[config.mk]
export PLATFORM = sky130hd
export DESIGN_NAME = fetch_stage
export DESIGN_NICKNAME = d
export VERILOG_FILES = /design/src/rtl/fetch_stage.sv
export SDC_FILE = /design/constraint.sdc
export NUM_CORES = 1
export LEC_CHECK = 0
export CORE_ASPECT_RATIO = 2
export CORE_MARGIN = 5
export CORE_UTILIZATION = 42
export CTS_BUF_LIST = sky130_fd_sc_hd__clkbuf_4 sky130_fd_sc_hd__clkbuf_8 sky130_fd_sc_hd__clkbuf_16
export DETAILED_ROUTE_END_ITERATION = 7
export PLACE_DENSITY = 0.78
export SLEW_MARGIN = 30
export SYNTH_ARGS = -nofsm -noshare
export SYNTH_HDL_FRONTEND = slang
export SYNTH_SLANG_ARGS = --single-unit
export TNS_END_PERCENT = 30
[constraint.sdc]
create_clock -name clk -period 2.2 [get_ports clk]
set_input_delay 0.33 -clock clk [delete_from_list [all_inputs] [get_ports clk]]
set_output_delay 0.33 -clock clk [all_outputs]
set_load 0.03 [all_outputs]
[src/rtl/fetch_stage.sv]
// Instruction-fetch stage: owns the PC, picks the next fetch address, checks it,
// and registers the ROM word into the IF/ID pipeline register.
module fetch_stage #(
  parameter logic [31:0] PC_RESET  = 32'h0000_3000,
  parameter logic [31:0] EXC_ENTRY = 32'h0000_4180,
  parameter logic [31:0] TEXT_LO   = 32'h0000_3000,
  parameter logic [31:0] TEXT_HI   = 32'h0000_6ffc
) (
  input  logic        clk,
  input  logic        reset,
  input  logic        Stall,
  input  logic        IntReq,
  input  logic        Eret_D,
  input  logic [31:0] EPC,
  input  logic        IsJump_D,
  input  logic        BranchTaken_D,
  input  logic [31:0] Target_D,
  input  logic [31:0] Instr,
  output logic [31:0] Pc,
  output logic [31:0] Instr_D,
  output logic [31:0] Pc_D,
  output logic [4:0]  ExcCode_D,
  output logic        BD_D
);

  localparam logic [4:0] EXC_NONE = 5'd0;
  localparam logic [4:0] EXC_ADEL = 5'd4;

  logic        addr_fault;
  logic [31:0] pc_next;
  logic        flush;
  logic        hold;

  // Redirect targets are loaded unchecked; a bad one faults here a cycle later.
  assign addr_fault = (Pc[1:0] != 2'b00) || (Pc < TEXT_LO) || (Pc > TEXT_HI);

  always_comb begin
    pc_next = Pc + 32'd4;
    flush   = 1'b0;
    hold    = 1'b0;
    if (IntReq) begin
      pc_next = EXC_ENTRY;
      flush   = 1'b1;
    end else if (Stall) begin
      pc_next = Pc;
      hold    = 1'b1;
    end else if (Eret_D) begin
      // eret has no delay slot, so the word fetched behind it is dropped
      pc_next = EPC;
      flush   = 1'b1;
    end else if (BranchTaken_D) begin
      pc_next = Target_D;
    end
  end

  always_ff @(posedge clk) begin
    if (!reset) begin
      Pc        <= PC_RESET;
      Instr_D   <= 32'd0;
      Pc_D      <= 32'd0;
      ExcCode_D <= EXC_NONE;
      BD_D      <= 1'b0;
    end else begin
      Pc <= pc_next;
      if (flush) begin
        Instr_D   <= 32'd0;
        Pc_D      <= 32'd0;
        ExcCode_D <= EXC_NONE;
        BD_D      <= 1'b0;
      end else if (!hold) begin
        Instr_D   <= addr_fault ? 32'd0 : Instr;
        Pc_D      <= Pc;
        ExcCode_D <= addr_fault ? EXC_ADEL : EXC_NONE;
        BD_D      <= IsJump_D;
      end
    end
  end

endmodule

==> summary.md <==
| Metric | Value |
|---|---|
| Top Ports | 205 |
| Via count of the first global-routing pass | about 5300 |
| Pwr Density | slightly below 600 nW/um2 |
| Async SR Flop Fraction | 0 |
| Critical path peak fanout | 8 |
| Width of the die | 85.7 um |
| Drc violations | 0 |
| Final weighted congestion in routability-driven placement | around 1 |
| Post-Layout Inst Area | 7500 um2 |
| Post-route minimum period | a little over 2000 ps |
| Transition time of the tightest slew-check pin | 637 ps |
| Yosys Warn Count | 0 |
| Crit start category | flop |
| Count of final hold-check violations | 0 |
| Pin count of the biggest net entering global routing | 34 |
| Starting density of the core | 0.427 |
| Iteration count of the initial detailed-routing pass | 5 |
| Data arrival, critical path | 1720 ps |
| Number of buffers added for setup after CTS | 0 |
| Register-to-register setup slack | about 160 ps |
| Average wire per standard cell | about 19 um |
| Classification of the worst-slack hold path | reg -> reg |
| Pins over their slew limit | 0 |
| Status | complete, no violations |
| Avg Cell Area, Syn | roughly 8.6 um2 |
| Final standard cell utilization of the core | 0.664 |
| Number of cells upsized or downsized after cts | 0 |
| Worst relative slew slack | 0.572 |
| Dpl hpwl | between 10000 and 15000 um |
| Via Count | 5259 |
| Fraction of final layout cells sized beyond drive strength 1 | 0.179 |
| Count of unique library cells instantiated by Yosys | 68 |
| Top cell type's share of synthesized area | 0.407 |
| Kind of critical path | reg -> out |
| Setup slack after layout | approximately 150 ps |
| Post-Route Skew | around 7.6 ps |
| Quantity of hold-fixing buffers added after cts | 0 |
| Number of placement rows | 55 |
| Post-synthesis cell area | roughly 4800 um2 |
| Core footprint | 11300 um2 |
| Clock tree from TritonCTS | built |
| Max Clock Freq | between 400 and 500 MHz |
| Cell count after synthesis | 558 |
| Number of flops mapped to enable cells by yosys | 0 |
| Height of the chip | ~160 um |
| Initial DRC Count | 430 |
| Sequential-to-total area share from yosys stat | 0.407 |
| Cell types occupying the most area after synthesis | sky130_fd_sc_hd__dfxtp_1 (41%), sky130_fd_sc_hd__a22oi_2 (7.5%), sky130_fd_sc_hd__nand2_1 (6.6%) |
| Unrepaired setup endpoints after global routing | false |
| Top cells by instance count after synthesis | sky130_fd_sc_hd__dfxtp_1 (98), sky130_fd_sc_hd__nand2_1 (85), sky130_fd_sc_hd__a21oi_1 (56) |
| Total power of the final layout | around 4300 uW |
| Later-pin clock latency in the skew report | 340 ps |
| Wire length of the first global-routing pass | between 20000 and 30000 um |
| Max-cap check violation count | 0 |
| Number of CTS-inserted buffers | 9 |
| CP endpoint kind | primary output |
| Primary flip-flop cell chosen by synthesis mapping | sky130_fd_sc_hd__dfxtp_1 |
| Deepest level of the CTS H-tree | 3 |
| Final critical-path share of the clock period | 0.932 |
| Setup tns final | 0 ps |
| Port Buf Inserts | 200 |
| Post-detailed-placement cell area | 7200 um2 |
| Aggregate global routing overflow | 0 |
| Worst setup slack before clock tree synthesis | approximately 95 ps |
| Antenna diode count | 0 |
| Layout overhead on the synthesized area | 55.6% |
| Required @ worst endpoint | ~1900 ps |
| TritonCTS Sinks | approximately 100 |
| Total of flip-flops plus latches after synthesis | 98 |
| Final wirelength | between 15000 and 20000 um |
| Cell type with the largest total area after synthesis | sky130_fd_sc_hd__dfxtp_1 |
| Leakage | between 0.002 and 0.003 uW |
| Initial antenna violation count | 0 |
| Clock input transition at the sequential cells of the worst setup and hold paths | about 70 ps |
| Largest buffer count on any clock path | 2 |
| Clock tree root driver cell | sky130_fd_sc_hd__clkbuf_16 |
| Die ar. | 13800 um2 |
| Count of nets after finishing | 870 |
| Count of endpoints failing setup in the final report | 0 |
| Global-route total usage across every layer | 0.250 |
| Most used standard cell by instance count after synthesis | sky130_fd_sc_hd__dfxtp_1 |
| Remaining number of nets flagged by the antenna check after routing | 0 |
| Peak supply drop | 0.000627 V |
| Post-detailed-route via-to-cell ratio | around 5.8 |
-- cells by family after synthesis --
kind of cell	after synthesis	share of synthesized area
AOI/OAI and AO/OA	199	0.310
xor gates and xnor gates	3	0.00545
other	1	0.000778
buffers and inverters	60	0.0623
DFF	98	0.407
adders and majority gates	1	0.00260
muxes	1	0.00208
and+or+nand+nor	195	0.210
-- power by group --
| group | internal, uW | leakage [uW] | switching [uW] |
|---|---|---|---|
| clock | 899 | 0.000150 | 701 |
| sequential | 1820 | 0.000794 | 51.2 |
| combinational | 421 | 0.00169 | 457 |
| total | 3140 | 0.00263 | 1210 |
-- routing by layer --
| layer | GRT usage | vias to the layer above | routed length, um |
|---|---|---|---|
| met5 | 0 | - | 0 |
| met4 | 0.116 | 0 | 666 |
| met3 | 0.0689 | 48 | 1560 |
| met2 | 0.458 | 275 | 9450 |
| met1 | 0.257 | 2488 | 5950 |
| li1 | - | 2448 | - |
-- final cells by class --
class,count,area [um2]
flip-flops and latches,98,1960
well taps,142,178
inverters,9,33.8
repair buffers,245,2440
clock inverters,6,66.3
multi-input cells,403,2590
clock buffers,10,233
fillers,954,3790
-- flip-flops by register name (all words and copies together) (netlist names), named ones only --
register / count
ExcCode_D: 1
Pc_D: 32
Pc: 30
Instr_D: 32
BD_D: 1
-- worst max-delay path, cell delays in order (launching register included) --
cell	delay (ps)
sky130_fd_sc_hd__dfxtp_1	530
sky130_fd_sc_hd__buf_4	190
sky130_fd_sc_hd__clkdlybuf4s50_1	660
-- cell usage in the layout, fill, tap and decap left out, drive strengths merged, types with 3 or more instances in the layout --
cell type,Yosys,routed
a31oi,13,13
o221a,3,3
o21ai,22,22
nand4,13,13
nand2b,3,3
o211ai,8,8
a41oi,5,5
o22ai,4,4
o211a,3,3
nor3,10,10
clkbuf,25,10
nand3,7,7
a21oi,56,56
and3,3,3
nor4,9,9
inv,9,10
o311a,3,3
clkinv,0,4
nand2,86,86
o21a,5,5
a22o,6,6
conb,1,4
clkdlybuf4s50,0,200
buf,26,45
a21o,3,3
nor2,57,57
dfxtp,98,98
a22oi,43,43
-- stage by stage --
step / cells / hold WS (ps)
after detailed placement: 897 / 442
after global routing: 913 / 466
final: 913 / 450
after global placement: 897 / 438
after CTS: 913 / 452
after floorplan: 561 / 419
-- final timing paths --
path         startpoint         end  cells after the start
max              Pc[10]      Pc[10]                      2
min            Pc_D[27]    Pc_D[27]                      2
max reg2reg      Pc[31]  Instr_D[0]                      6
min reg2reg    Pc_D[27]    Pc_D[27]                      2
Power figures use the tool's default switching activity.
